<file path="src/rtl/lite16_loader_pkg.sv">
// lite16_loader_pkg
// Shared types and constants for the LITE-16 program-memory loader.
//   state_t           : loader FSM states
//   SYNC_BYTE_DEFAULT : frame start marker
//   LEN_W             : width of the frame length / word counters
package lite16_loader_pkg;

    localparam int         LEN_W             = 16;
    localparam logic [7:0] SYNC_BYTE_DEFAULT = 8'hA5;

    typedef enum logic [2:0] {
        IDLE    = 3'd0,
        LEN_HI  = 3'd1,
        LEN_LO  = 3'd2,
        DATA_HI = 3'd3,
        DATA_LO = 3'd4,
        CHECK   = 3'd5,
        DONE    = 3'd6,
        ERR     = 3'd7
    } state_t;

endpackage

</file>
<file path="src/rtl/prog_loader.sv">
// prog_loader
// Accepts a framed byte stream (SYNC, LEN_HI, LEN_LO, 2*LEN data bytes, CHK)
// and writes the assembled 16-bit words into program memory from address 0.
// Ports:
//   clk, rst               : clock, synchronous active-high reset
//   in_valid, in_data      : byte stream input
//   in_ready               : byte accepted when in_valid && in_ready
//   wr_en, wr_addr, wr_data: single-cycle memory write port
//   busy                   : frame in progress (state != IDLE)
//   done, error            : one-cycle completion / failure pulses
//   words_written          : words written in the current or last frame
//
// state   | meaning
// --------+---------------------------------------------------------
// IDLE    | drop bytes until SYNC_BYTE
// LEN_HI  | wait for length high byte
// LEN_LO  | wait for length low byte, range-check length
// DATA_HI | wait for high byte of next word
// DATA_LO | wait for low byte, issue write
// CHECK   | compare checksum byte against accumulator
// DONE    | one-cycle good-frame pulse
// ERR     | one-cycle bad checksum / oversize pulse
module prog_loader
    import lite16_loader_pkg::*;
#(
    parameter int         MEM_SIZE  = 127,
    parameter logic [7:0] SYNC_BYTE = SYNC_BYTE_DEFAULT
) (
    input  logic             clk,
    input  logic             rst,
    input  logic             in_valid,
    input  logic [7:0]       in_data,
    output logic             in_ready,
    output logic             wr_en,
    output logic [15:0]      wr_addr,
    output logic [15:0]      wr_data,
    output logic             busy,
    output logic             done,
    output logic             error,
    output logic [LEN_W-1:0] words_written
);

    localparam logic [LEN_W-1:0] MAX_LEN = LEN_W'(MEM_SIZE + 1);

    state_t           state, state_next;
    logic [LEN_W-1:0] remaining, remaining_next;
    logic [15:0]      addr, addr_next;
    logic [7:0]       hi_byte, hi_byte_next;
    logic [7:0]       chk, chk_next;
    logic [LEN_W-1:0] words_next;
    logic             in_ready_next, wr_en_next;
    logic [15:0]      wr_addr_next, wr_data_next;
    logic             accept;
    logic [LEN_W-1:0] len_rx;

    assign accept = in_valid && in_ready;
    // LEN_HI is parked in the upper byte of the remaining counter until LEN_LO arrives.
    assign len_rx = {remaining[15:8], in_data};

    always_comb begin
        state_next     = state;
        remaining_next = remaining;
        addr_next      = addr;
        hi_byte_next   = hi_byte;
        chk_next       = chk;
        words_next     = words_written;
        wr_en_next     = 1'b0;
        wr_addr_next   = wr_addr;
        wr_data_next   = wr_data;
        case (state)
            IDLE: begin
                if (accept && in_data == SYNC_BYTE) begin
                    state_next = LEN_HI;
                    words_next = '0;
                    addr_next  = '0;
                    chk_next   = '0;
                end
            end
            LEN_HI: begin
                if (accept) begin
                    remaining_next = {in_data, 8'h00};
                    state_next     = LEN_LO;
                end
            end
            LEN_LO: begin
                if (accept) begin
                    remaining_next = len_rx;
                    if (len_rx > MAX_LEN)
                        state_next = ERR;
                    else if (len_rx == '0)
                        state_next = CHECK;
                    else
                        state_next = DATA_HI;
                end
            end
            DATA_HI: begin
                if (accept) begin
                    hi_byte_next = in_data;
                    chk_next     = chk ^ in_data;
                    state_next   = DATA_LO;
                end
            end
            DATA_LO: begin
                if (accept) begin
                    wr_en_next     = 1'b1;
                    wr_addr_next   = addr;
                    wr_data_next   = {hi_byte, in_data};
                    addr_next      = addr + 16'd1;
                    words_next     = words_written + 16'd1;
                    chk_next       = chk ^ in_data;
                    remaining_next = remaining - 16'd1;
                    state_next     = (remaining == 16'd1) ? CHECK : DATA_HI;
                end
            end
            CHECK: begin
                if (accept)
                    state_next = (in_data == chk) ? DONE : ERR;
            end
            DONE:    state_next = IDLE;
            ERR:     state_next = IDLE;
            default: state_next = IDLE;
        endcase
        // Registered ready: low exactly while sitting in the DONE/ERR cycle.
        in_ready_next = (state_next != DONE) && (state_next != ERR);
    end

    always_ff @(posedge clk) begin
        if (rst) begin
            state         <= IDLE;
            remaining     <= '0;
            addr          <= '0;
            hi_byte       <= '0;
            chk           <= '0;
            words_written <= '0;
            in_ready      <= 1'b0;
            wr_en         <= 1'b0;
            wr_addr       <= '0;
            wr_data       <= '0;
        end else begin
            state         <= state_next;
            remaining     <= remaining_next;
            addr          <= addr_next;
            hi_byte       <= hi_byte_next;
            chk           <= chk_next;
            words_written <= words_next;
            in_ready      <= in_ready_next;
            wr_en         <= wr_en_next;
            wr_addr       <= wr_addr_next;
            wr_data       <= wr_data_next;
        end
    end

    assign busy  = (state != IDLE);
    assign done  = (state == DONE);
    assign error = (state == ERR);

endmodule

</file>
<file path="config.mk">
export PLATFORM = sky130hd
export DESIGN_NAME = prog_loader
export DESIGN_NICKNAME = d
export VERILOG_FILES = /design/src/rtl/lite16_loader_pkg.sv /design/src/rtl/prog_loader.sv
export SDC_FILE = /design/constraint.sdc
export NUM_CORES = 1
export LEC_CHECK = 0
export CAP_MARGIN = 20
export CORE_ASPECT_RATIO = 0.6
export CORE_MARGIN = 8
export CORE_UTILIZATION = 55
export DETAILED_ROUTE_END_ITERATION = 12
export PLACE_DENSITY = 0.78
export SLEW_MARGIN = 10
export SYNTH_ARGS = -nofsm -noshare
export SYNTH_HDL_FRONTEND = slang
export SYNTH_SLANG_ARGS = --single-unit
</file>
<file path="constraint.sdc">
create_clock -name clk -period 3.41 [get_ports clk]
set_clock_uncertainty 0.1 [all_clocks]
set_input_delay 0.682 -clock clk [delete_from_list [all_inputs] [get_ports clk]]
set_output_delay 0.682 -clock clk [all_outputs]
set_load 0.01 [all_outputs]
</file>
[Word-level counts from Yosys, hierarchy flattened]
Cells that the tools add are included.
Storage, ports and cells
  bits in registers: 101
  input port bits: 11
  word-level logic and storage cells: 78
Cells by class
  add/subtract/negate cells: 3
  $lt $le $gt $ge: 1
  equal/unequal tests: 17
  muxes and demuxes: 24
  bitwise operators: 3
  reductions and logical operators: 19
Operator list (number)
  16-bit two-way mux: 5
  16-bit case mux with 2 select lines: 2
  16-bit case mux with 3 select lines: 1
  16-bit by 1-bit adder with 16-bit output (second input constant): 2
  3-bit two-way mux: 9
  8-bit two-way mux: 3
  3-bit case mux with 7 select lines: 1
  16-bit by 1-bit equality test with 1-bit output (second input constant): 1
  16-bit by 8-bit > comparator with 1-bit output (second input constant): 1
  16-bit zero test: 1
  8-bit case mux with 2 select lines: 1
  16-bit by 1-bit subtractor with 16-bit output (second input constant): 1
  3-bit equality test (second input constant): 4
  8-bit equality test: 1
  8-bit equality test (second input constant): 1
  2-bit inequality test (second input constant): 4
  4-bit AND reduction: 2
  8-bit XOR: 1
  3-bit by 2-bit equality test with 1-bit output (second input constant): 2
  3-bit inequality test (second input constant): 2
  3-bit AND reduction: 2
  2-bit nonzero test: 3
  3-bit nonzero test: 2
  2-bit OR reduction: 3
  other kinds (7): 12

[Depth between registers and ports, before layout]
  word-level depth: 7
  gate-level depth with buffers: 8
  mapped depth without buffers: 7

[Least setup slack after synthesis]
No wires, ideal clock.
  path type: input port to flip-flop
  from: input in_data[3]
  to: register addr[15]
  setup time: 71 ps
  arrival: 2701 ps
  setup slack: 538 ps
  stages: 7
  path buffers: 2
  cells stage by stage: buf_2 -> or4_4 -> or4_4 -> buf_6 -> a21oi_2 -> or4b_1 -> a21oi_1
Between the ends
  longest elaborated chain between the ends: 4
Ends and longest elaborated chain
  from (decl): line prog_loader.sv:32  | input logic [7:0] in_data,
  8-bit equality test: line prog_loader.sv:72  | if (accept && in_data == SYNC_BYTE) begin
  1-bit logical AND: line prog_loader.sv:72
  2-bit inequality test (no line)
  3-bit AND reduction (no line)
  to (signal assigned): line prog_loader.sv:142  | addr <= addr_next;
  to (decl): line prog_loader.sv:47  | logic [15:0] addr, addr_next;
Every way passes these cells.
A chain may end at the register's enable or synchronous reset.

[Worst setup path in the final report]
  from: input in_data[1]
  to: register words_written[15]
Between the ends
  longest elaborated chain between the ends: 4
Ends and longest elaborated chain
  8-bit equality test: line prog_loader.sv:72
  1-bit logical AND: line prog_loader.sv:72
  2-bit inequality test (no line)
  3-bit AND reduction (no line)
  to (signal assigned): line prog_loader.sv:145  | words_written <= words_next;
  to (decl): line prog_loader.sv:40  | output logic [LEN_W-1:0] words_written
Every way passes these cells.

==> impl_results.md <==
- Status: completed
- Worst Setup End Kind: flop
- Max Freq: 337.8 MHz
- DRC viols: 0
- Critical path buffer and inverter count: 1
- Syn Area/Cell: 7.973 sq um
- I/O pin count: 64
- Crit path max-delay family: simple AND/OR/NAND/NOR gates
- Synth async-reset ratio: 0%
- GRT Resource Usage Total: 21.54%
- Static Leakage: ~2 nW
- Mapped Nets: 611
- EDFF count, synth: 0
- Share of the synthesized area in the top cell type: 42.55%
- Number of global-route vias before repair: 4274
- Critical Path Max Stage Delay: 590 ps
- Clock root buffer: clkbuf_16
- Max clock buf depth: 2
- Vias per inst: 5.994
- Netlist cell types: slightly below 60
- Multi-input logic area: 0.002511 sq mm
- Minimum clock period after layout: 2960 ps
- Crit path DAT: 3140 ps
- # H-tree levels: 3
- TritonCTS Buffers: 9
- Most frequent cell after synthesis: dfxtp_1
- Top cells by count, synth: 101 x dfxtp_1, 89 x nand2_1, 75 x a21oi_1
- Nets: 668
- Synth Flop Type: dfxtp_1
- Die height: between 80 and 90 um
- Largest net degree at the start of global routing: 41
- Setup TNS after final layout: 0 ps
- P&R area growth vs syn: 22.30%
- Number of diodes: 0
- Port bufs: 63
- Cells after Synth: 596
- HP Class: reg -> reg
- Clk_lat worst skew: approximately 350 ps
- Worst-Margin Slew: 703.5 ps
- Final core utilization: 68.71%
- DP HPWL: 9012 um
- Filler Cell Count: 702
- Share of layout cells above drive strength 1: 7.599%
- Ys Warns: 0
- Largest area contributor in the netlist: dfxtp_1
- Top cells by area, synth: dfxtp_1 43%, a21oi_1 7.9%, nand2_1 7.0%
- Die area: between 0.01 and 0.015 sq mm
- Max-capacitance violation count: 0
- Final Hold Fails: 0
- Row count: 26
- Area of the mapped netlist: between 0.004 and 0.005 sq mm
- Clk sinks: about 100
- Rel. slew slack: 52.67%
- Final Setup Violations: 0
- Worst endpoint required time: 3590 ps
- Maximum vdd drop: 0.0002108 V
- Initial core utilization: 56.18%
- CTS tree: yes
- Final Slew Violations: 0
- Global route overflow: 0
- Seq cells post-synth: 101
- Seq/Total Area, Yosys: about 43%
- Total routed wirelength: roughly 13000 um
- Hold buffer count at CTS: 0
- WL per Instance: ~17 um
- Number of DRC markers in iteration 0: 476
- Critical path cell sequence: clkdlybuf4s50_1 > or4_4 > or4_4 > a21oi_1 > or4b_1 > a21oi_1
- GP Congestion: between 0.8 and 0.9
- Via count: 4615
- Setup bufs post-CTS: 0
- Antenna Nets Post-Route: 0
- Period utilization: 86.82%
- Pwr Total: 0.002259 W
- Register area: 0.002022 sq mm
- First-pass GRT wire length: ~21000 um
- Antenna violations before repair: 0
- RSZ-0062 raised after global routing: false
- Pwr dens: between 300 and 400 mW/mm^2
- Die Wd: 136 um
- Startpoint types: input pin
- Pre-antenna DRT Iters: 5
- CP max FO: 7
- Slowest stage cell, crit path: or4_4
- Reg clk slew, reported paths: 70 ps
- WS Path Type: in -> reg
- Post-cts resize count: 0
- Core area: 0.008458 sq mm
==> area by class of cell <==
class	count	area share, %
timing repair buffer	86	13.74
inverter	14	0.9042
clock inverter	7	1.076
sequential	101	34.79
clock buffer	9	3.875
tap	112	2.411
multi-input combinational	441	43.21
==> report_power, final <==
| group | internal, W | switching [W] | total, W | leakage [nW] |
|---|---|---|---|---|
| Combinational | 0.0000285 | 0.0000521 | 0.0000806 | 1.00 |
| Clock | 0.000514 | 0.000486 | 0.000999 | 0.145 |
| Sequential | 0.00118 | 0.000000833 | 0.00118 | 0.813 |
| Total | 0.00172 | 0.000539 | 0.00226 | 1.96 |
==> placed cells by master, fill, tap and decap left out, types with 12 or more instances in the layout <==
| cell type | Yosys | layout |
|---|---|---|
| dfxtp_1 | 101 | 101 |
| nand2_1 | 89 | 89 |
| a21oi_1 | 75 | 75 |
| clkdlybuf4s50_1 | 0 | 62 |
| nor2_1 | 62 | 61 |
| o21ai_0 | 35 | 35 |
| buf_4 | 0 | 23 |
| xnor2_1 | 15 | 15 |
| inv_1 | 14 | 14 |
| nand3_1 | 12 | 12 |
| a211oi_1 | 12 | 12 |
==> registers in the layout (all words and copies together) (netlist names) <==
register and flops:
addr 16, chk 8, hi_byte 8, in_ready 1
remaining 16, state 3, words_written 16, wr_addr 16
wr_data 16, wr_en 1
==> worst register-to-register path: stages, from the launching register on <==
cell,delay (ps)
dfxtp_1,450
or3_1,540
or4_4,650
a21oi_1,270
or4b_1,460
a21oi_1,140
==> kinds of logic (layout without fill, tap and decap cells) <==
logic type      count (synthesis)  after routing  synth area share [%]
compound gates                162            162                 20.72
xor+xnor                       26             26                 4.792
fa+ha+maj                       4              4                 1.053
buf+inv                        54            116                 4.660
flops                         101            101                 42.55
mux                             8              8                 1.685
simple gates                  241            241                 24.54
==> path summary, 6_finish.rpt <==
path,slack [ps],start,endpoint,depth (start not counted)
setup / recovery,450,in_data[1],words_written[15],6
setup reg to reg,750,state[0],words_written[15],5
hold / removal,360,wr_addr[10],wr_addr[10],2
hold reg to reg,360,wr_addr[10],wr_addr[10],2
==> routing by layer <==
layer / vias to the layer above / global-route usage (%) / share of wire, %
li1: 2229 / - / -
met1: 2171 / 29.60 / 47
met2: 196 / 32.24 / 42
met3: 19 / 6.529 / 9.8
met4: 0 / 5.253 / 1.2
met5: - / 0 / 0
==> metrics by stage <==
stage	worst slack [ps]	hold WS (ps)	cells	instance area, sq um
final	449.6	356.3	770	5812
after floorplan	537.7	331.2	596	4752
after global routing	378.9	373.1	770	5812
after detailed placement	121.0	345.2	754	5524
after CTS	461.5	356.5	770	5812
after global placement	142.2	340.3	754	5524
No activity file was read; power rests on OpenSTA's default activity.
